<file path="src/rtl/handshake_pkg.sv">
// rtl/handshake_pkg.sv - shared widths, limits and parameter checks for handshake stages
// Contents:
//   HS_MAX_SLOTS    largest legal FIFO depth
//   hs_clog2_min1   clog2 clamped to at least 1 bit (pointer widths)
//   hs_slots_legal  true when a depth lies in 1..HS_MAX_SLOTS
package handshake_pkg;

    localparam int HS_MAX_SLOTS = 256;

    function automatic int hs_clog2_min1(input int n);
        int w;
        w = $clog2(n);
        return (w < 1) ? 1 : w;
    endfunction

    function automatic bit hs_slots_legal(input int n);
        return (n >= 1) && (n <= HS_MAX_SLOTS);
    endfunction

endpackage

</file>
<file path="src/rtl/handshake_fifo_ctrl.sv">
// rtl/handshake_fifo_ctrl.sv - pointer, occupancy and full/empty tracking for handshake_fifo_buffer
// Ports:
//   clk     rising-edge clock
//   rst     asynchronous reset, active-low
//   push    store a token at wr_ptr this cycle
//   pop     retire the token at rd_ptr this cycle
//   wr_ptr  slot the next stored token goes to
//   rd_ptr  slot holding the head token
//   full    count == NUM_SLOTS
//   empty   count == 0
module handshake_fifo_ctrl
    import handshake_pkg::*;
#(
    parameter int NUM_SLOTS = 2
) (
    input  logic                                clk,
    input  logic                                rst,
    input  logic                                push,
    input  logic                                pop,
    output logic [hs_clog2_min1(NUM_SLOTS)-1:0] wr_ptr,
    output logic [hs_clog2_min1(NUM_SLOTS)-1:0] rd_ptr,
    output logic                                full,
    output logic                                empty
);

    localparam int PW = hs_clog2_min1(NUM_SLOTS);
    localparam int CW = $clog2(NUM_SLOTS + 1);

    logic [CW-1:0] count;

    // Explicit wrap so non-power-of-two depths never walk past the last slot.
    function automatic logic [PW-1:0] next_ptr(input logic [PW-1:0] p);
        return (p == PW'(NUM_SLOTS - 1)) ? '0 : p + 1'b1;
    endfunction

    always_ff @(posedge clk or negedge rst) begin
        if (!rst) begin
            wr_ptr <= '0;
            rd_ptr <= '0;
            count  <= '0;
        end else begin
            if (push) wr_ptr <= next_ptr(wr_ptr);
            if (pop)  rd_ptr <= next_ptr(rd_ptr);
            if (push && !pop)      count <= count + 1'b1;
            else if (pop && !push) count <= count - 1'b1;
        end
    end

    assign full  = (count == CW'(NUM_SLOTS));
    assign empty = (count == '0);

endmodule

</file>
<file path="src/rtl/handshake_fifo_buffer.sv">
// rtl/handshake_fifo_buffer.sv - elastic valid/ready FIFO breaking the handshake path
// Optional feature macro: HANDSHAKE_FIFO_BYPASS_EN (empty buffer becomes transparent).
// Ports:
//   clk         rising-edge clock
//   rst         asynchronous reset, active-low
//   ins         input token payload
//   ins_valid   producer has a token
//   ins_ready   buffer accepts a token this cycle (registered state only)
//   outs        head-of-queue payload
//   outs_valid  buffer presents a token
//   outs_ready  consumer accepts the token
module handshake_fifo_buffer
    import handshake_pkg::*;
#(
    parameter int DATA_WIDTH = 32,
    parameter int NUM_SLOTS  = 2
) (
    input  logic                  clk,
    input  logic                  rst,
    input  logic [DATA_WIDTH-1:0] ins,
    input  logic                  ins_valid,
    output logic                  ins_ready,
    output logic [DATA_WIDTH-1:0] outs,
    output logic                  outs_valid,
    input  logic                  outs_ready
);

    localparam int PW = hs_clog2_min1(NUM_SLOTS);

    generate
        if (!hs_slots_legal(NUM_SLOTS)) begin : g_bad_slots
            $error("handshake_fifo_buffer: NUM_SLOTS must lie in 1..%0d", HS_MAX_SLOTS);
        end
    endgenerate

    logic [DATA_WIDTH-1:0] mem [NUM_SLOTS];
    logic [PW-1:0]         wr_ptr;
    logic [PW-1:0]         rd_ptr;
    logic                  full;
    logic                  empty;
    logic                  alive;
    logic                  bypass_active;
    logic                  push;
    logic                  pop;
    logic                  store;
    logic                  retire;

    // Low throughout reset, high from the first edge after release; keeps
    // ins_ready and the bypass path quiet during reset without a
    // combinational path from the reset pin.
    always_ff @(posedge clk or negedge rst) begin
        if (!rst) alive <= 1'b0;
        else      alive <= 1'b1;
    end

`ifdef HANDSHAKE_FIFO_BYPASS_EN
    assign bypass_active = alive & empty;
`else
    assign bypass_active = 1'b0;
`endif

    assign ins_ready  = alive & ~full;
    assign outs_valid = bypass_active ? ins_valid : (alive & ~empty);
    assign outs       = bypass_active ? ins : mem[rd_ptr];

    assign push   = ins_valid & ins_ready;
    assign pop    = outs_valid & outs_ready;
    // A token handed straight through while empty is never stored, and the
    // pop it causes must not move rd_ptr.
    assign store  = push & ~(bypass_active & outs_ready);
    assign retire = pop & ~empty;

    always_ff @(posedge clk or negedge rst) begin
        if (!rst) begin
            for (int i = 0; i < NUM_SLOTS; i++) mem[i] <= '0;
        end else if (store) begin
            mem[wr_ptr] <= ins;
        end
    end

    handshake_fifo_ctrl #(
        .NUM_SLOTS (NUM_SLOTS)
    ) u_ctrl (
        .clk    (clk),
        .rst    (rst),
        .push   (store),
        .pop    (retire),
        .wr_ptr (wr_ptr),
        .rd_ptr (rd_ptr),
        .full   (full),
        .empty  (empty)
    );

endmodule

</file>
<file path="config.mk">
export PLATFORM = sky130hd
export DESIGN_NAME = handshake_fifo_buffer
export DESIGN_NICKNAME = d
export VERILOG_FILES = /design/src/rtl/handshake_pkg.sv /design/src/rtl/handshake_fifo_ctrl.sv /design/src/rtl/handshake_fifo_buffer.sv
export SDC_FILE = /design/constraint.sdc
export NUM_CORES = 1
export LEC_CHECK = 0
export BUFFER_PORTS_ARGS = -buffer_cell sky130_fd_sc_hd__buf_4
export CORE_MARGIN = 1.5
export CORE_UTILIZATION = 58
export CTS_CLUSTER_DIAMETER = 40
export DETAILED_ROUTE_END_ITERATION = 7
export PLACE_DENSITY = 0.95
export SLEW_MARGIN = 20
export SYNTH_ARGS = -nofsm -noshare
export SYNTH_HDL_FRONTEND = slang
export SYNTH_SLANG_ARGS = --single-unit
</file>
<file path="constraint.sdc">
create_clock -name clk -period 2.9 [get_ports clk]
set_input_delay 0 -clock clk [delete_from_list [all_inputs] [get_ports clk]]
set_output_delay 0 -clock clk [all_outputs]
set_load 0.03 [all_outputs]
</file>
==> results of run 1 <==
state kept, by name (all words and copies together), names as in the netlist:
signal         count
mem               64
alive              1
u_ctrl.count       2
u_ctrl.rd_ptr      1
u_ctrl.wr_ptr      1
cell usage after synthesis:
library cell,count,area share
and2_2,1,0.0024
and3_2,1,0.0024
and4b_1,1,0.0031
buf_12,3,0.019
buf_2,3,0.0047
buf_6,4,0.014
clkbuf_1,1,0.0012
conb_1,1,0.0012
dfrtp_1,69,0.54
ha_1,1,0.0039
mux2_1,2,0.0071
mux2_2,64,0.23
mux2_4,30,0.14
nand2_1,1,0.0012
nand2b_4,1,0.0043
nand4_4,1,0.0067
nor2_1,1,0.0012
o21a_1,1,0.0024
xnor2_1,2,0.0055
xor2_1,3,0.0083
worst max-delay path, cell delays in order, from the launching register on:
cell      delay [ns]
dfrtp_1         0.43
nand2b_4        0.18
and4b_2         0.58
buf_12          0.26
mux2_2          0.34
per-layer routing:
metal	vias to the layer above	global-route usage	routed length (microns)
met4	0	0.0782	73
met3	5	0.0560	248
li1	885	-	-
met2	48	0.367	3050
met1	955	0.289	2760
met5	-	0	0
power groups by stage:
stage / Sequential [mW] / Clock (mW) / Combinational [mW]
after floorplan: 1.63 / 0 / 2.02
after global placement: 1.71 / 0 / 2.62
after detailed placement: 1.74 / 0 / 2.68
after CTS: 1.74 / 0.970 / 2.72
after global routing: 1.80 / 1.00 / 2.86
final: 1.74 / 0.953 / 2.71
layout make-up:
| cell class | count | share of cell area |
|---|---|---|
| clock buffers | 9 | 0.0289 |
| clock inverters | 7 | 0.0286 |
| multi-input cells | 111 | 0.310 |
| flip-flops and latches | 69 | 0.403 |
| well taps | 70 | 0.0204 |
| repair buffers | 106 | 0.209 |
stage by stage:
| step | power (mW) | setup slack [ns] | util | hold slack, ns | instances |
|---|---|---|---|---|---|
| floorplan | 3.66 | 1.40 | - | -0.296 | 191 |
| global placement | 4.34 | 1.05 | 0.710 | 0.154 | 322 |
| detailed placement | 4.42 | 0.995 | 0.710 | 0.160 | 322 |
| CTS | 5.43 | 0.982 | 0.823 | 0.0551 | 372 |
| global route | 5.67 | 0.913 | 0.823 | 0.0590 | 372 |
| finish | 5.41 | 0.973 | 0.823 | 0.0794 | 372 |
timing repair:
item                       in CTS  in global routing
hold buffers                   34                  0
gates resized for setup         0                  0
hold endpoints to repair      134                  0
setup endpoints to repair       0                  0
final timing paths:
path / depth (start not counted) / end
max: 4 / mem[53]
min: 3 / u_ctrl.wr_ptr
max reg2reg: 4 / mem[53]
min reg2reg: 1 / mem[22]
max in group asynchronous: 2 / mem[28]
min in group asynchronous: 2 / u_ctrl.count[0]
cell families (layout without fill, tap and decap cells):
group | after synthesis | in the layout | share of synthesized area
other cells | 1 | 1 | 0.00118
compound gates | 1 | 1 | 0.00236
simple gates | 7 | 7 | 0.0212
xor+xnor | 5 | 5 | 0.0138
flops | 69 | 69 | 0.543
buf+inv | 11 | 122 | 0.0390
mux | 96 | 96 | 0.375
fa+ha+maj | 1 | 1 | 0.00393
==> impl_metrics.toml, run 1 <==
[run]
max-cap-violations = 0

[worst_hold_path]
min-delay-start = "ins_valid"
hp-class = "in2reg"

[pwr]
pwr-share-comb = 0.502
p_seq_frac = 0.322
ir_worst_vdd_uv = 851
switchingPower_mw = 1.98
p_leak_nw = 1.98
power.internal_mw = 3.43
clkPwrFrac = 0.176
power_density_nw_per_um2 = 1260
switching_share = 0.367

[timing]
finalHoldViolations = 0
finClkSkew_ns = 0.00506
post-route-period-util = 0.664
tns_ns = 0
tightest_slew_ns = 0.844
max_freq_mhz = 519
slew-limit-headroom = 0.437
rsz0062_at_grt = "false"
setup_viol = 0
final-max-slew-violation-count = 0
period_minus_slack_ns = 1.93

[global_route]
grt_max_degree = 70
grt_antenna_before_repair = 0
track_usage = 0.223
grt_overflow = 0
grt_pass1_vias = 2090
grt_pass1_wl_microns = 10100

[floorplan]
core_sq_um = 5200
initial_core_util = 0.611
die-area_sq_um = 5930
rows = 26
die_w_microns = 77.0
io-pin-count = 70
chipHeight_microns = 77.0

[critical_path]
path_class = "reg2reg"
crit_start = "u_ctrl.count[0]"
reg2reg_from = "u_ctrl.count[0]"
critPathMaxFanout = 19
arrival_ns = 2.15
crit_required_ns = 3.13
endpoint_kind = "flop"
r2r_setup_slack_ns = 0.97
cp-start-kind = "flop"

[clock_network]
numCtsBuffers = 9
h-tree-depth = 3
clock_sinks = 69
cts_tree = "built"
clock_latency_ns = 0.34
cts_buffer_depth = 2
cts.clk_slew.worst_paths_ns = 0.08
cts_root_buffer = "clkbuf_8"
post_cts_buffers = 0

[yosys]
synth_cell_types = 20
synth-seq-cells = 69
syn_nets = 228
netlist_area_sq_um = 3180
yosysSeqAreaShare = 0.543
syn_avg_cell_area_sq_um = 16.6
yosys_warnings = 0
netlist_instances = 191

[routing]
dr.first_iter.drc_count = 75
final_antenna_net_count = 0
drt_pass1_iterations = 4
drc = 0
wl_microns = 6140
drt-wirelength-per-cell_microns = 16.5
drt-vias-per-instance = 5.09
num_vias = 1893

[cells_and_area]
regArea_sq_um = 1730
syn_to_final_growth_pct = 34.8
nNetsFinal = 334
layout-drive-gt1-share = 0.619
fin_area_sq_um = 4280
antennaDiodeCount = 0
final_cell_mix = "71 x buf_4, 69 x dfrtp_1, 64 x mux2_2"
multi_input_area_sq_um = 1330
fill_cells = 280
final_common_cell = "buf_4"

[run_status]
outcome = "completed"

[placed_design]
port-buffer-count = 69
hpwlAfterDp_microns = 3690
place_congestion = 0.725
postPlaceCellArea_sq_um = 3700
(Power assumes the default switching activity.)
==> run 2, diff against run 1 <==
- CORE_UTILIZATION: 58 -> 49
- PLACE_DENSITY: 0.95 -> 0.88
- clock period: 2.9 -> 1.7 ns (I/O delays scaled with it)
==> impl_metrics.toml, run 2 (synthesis gave the netlist of run 1 again) <==
[cells_and_area]
fill_cells = 462
reg_top3 = "mem (64), u_ctrl.count (2)"
largest_reg_flops = 64
final_cell_mix = "73 x buf_4, 69 x dfrtp_1, 64 x mux2_2"
syn_to_final_growth_pct = 35.1
nNetsFinal = 338
finalNonFillerCells = 383
regArea_sq_um = 1730
final_common_cell = "buf_4"
multi_input_area_sq_um = 1330
antennaDiodeCount = 0
regMostFlops = "mem"
layout-drive-gt1-share = 0.618
final_util = 0.680

[clock_network]
post_cts_buffers = 0
cts_root_buffer = "clkbuf_8"
numCtsBuffers = 9
cts_buffer_depth = 2
h-tree-depth = 3
clock_latency_ns = 0.33
cts.clk_slew.worst_paths_ns = 0.07
cts_tree = "built"
clock_sinks = 69

[floorplan]
chipHeight_microns = 83.6
io-pin-count = 70
die_w_microns = 83.6
core_sq_um = 6310
initial_core_util = 0.504
rows = 29
die-area_sq_um = 6980

[pwr]
p_seq_frac = 0.327
p_leak_nw = 1.99
power_density_nw_per_um2 = 2080
switchingPower_mw = 3.32
clkPwrFrac = 0.146
power.internal_mw = 5.61
ir_worst_vdd_uv = 1160
switching_share = 0.372
pwr-share-comb = 0.527

[critical_path]
crit_path_frequent_cell = "buf_4"
endpoint_kind = "primary output"
reg2reg_from = "u_ctrl.count[0]"
slowest_stage = "mux2_2"
path_class = "reg2out"
cp-start-kind = "flop"
crit_required_ns = 1.70
critPathMaxFanout = 25
cpPeakStageDelay_ns = 0.39
arrival_ns = 1.60
crit_chain = "buf_4 > mux2_2 > buf_4"
crit_start = "u_ctrl.rd_ptr"

[placed_design]
hpwlAfterDp_microns = 3890
dpl.cell_count = 333
place_congestion = 0.740
pre_cts_slack_ns = 0.153
port-buffer-count = 69

[routing]
drt_pass1_iterations = 3
dr.first_iter.drc_count = 93
final_antenna_net_count = 0
drt-vias-per-instance = 5.03
drt-wirelength-per-cell_microns = 16.0
wl_microns = 6140
drc = 0
num_vias = 1926

[worst_hold_path]
min-delay-start = "ins_valid"
hp-class = "in2reg"

[timing]
finClkSkew_ns = 0.00580
rsz0062_at_grt = "false"
final-max-slew-violation-count = 0
finalHoldViolations = 0
whs_ns = 0.0926
period_minus_slack_ns = 1.60
setup_viol = 0
setup_ws_ns = 0.104
post-route-period-util = 0.939
tns_ns = 0
max_freq_mhz = 626

[global_route]
track_usage = 0.190
grt_overflow = 0
grt_max_degree = 42
grt_antenna_before_repair = 0
grt_pass1_vias = 2174
grt_pass1_wl_microns = 10400

[run]
max-cap-violations = 0

[run_status]
outcome = "completed"
run 2: repair_timing:
item                      4_1_cts  5_1_grt
gates resized for setup         0        0
hold buffers                   34        0
hold endpoints to repair      134        0
run 2: routing by layer:
layer / routed length, microns / track usage / up-vias
met4: 37 / 0.0492 / 0
li1: - / - / 895
met3: 283 / 0.0613 / 4
met5: 0 / 0 / -
met1: 2640 / 0.239 / 982
met2: 3180 / 0.321 / 45
run 2: cell type report:
cell class / instances / share of cell area
Clock inverter: 4 / 0.0111
Tap cell: 77 / 0.0224
Multi-Input combinational cell: 111 / 0.310
Clock buffer: 12 / 0.0338
Sequential cell: 69 / 0.402
Timing Repair Buffer: 110 / 0.221
run 2: metrics by stage:
stage	total power [mW]	instance area, sq um
2_1_floorplan	6.24	3180
3_3_place_gp	7.45	3760
3_5_place_dp	7.60	3760
4_1_cts	9.01	4290
5_1_grt	9.41	4290
6_report	8.93	4290
run 2: worst paths after layout:
kind | end | slack, ns | cells after the start
setup / recovery | outs[14] | 0.10 | 3
setup reg to reg | mem[53] | 0.14 | 4
hold / removal | u_ctrl.wr_ptr | 0.09 | 3
max in group asynchronous | mem[18] | 1.02 | 3
min in group asynchronous | mem[16] | 0.13 | 2
hold reg to reg | mem[4] | 0.50 | 1
run 2: worst max-delay path, delay by kind of cell, from the launching register on:
family   cells  cell delay [ns]
buf+inv      2             0.52
flops        1             0.35
mux          1             0.39
run 2: power by group through the flow:
stage	Sequential, mW	Combinational [mW]	Clock, mW
finish	2.92	4.70	1.30
global route	3.03	4.96	1.42
CTS	2.93	4.74	1.34
detailed placement	2.94	4.66	0
global placement	2.88	4.56	0
floorplan	2.79	3.45	0
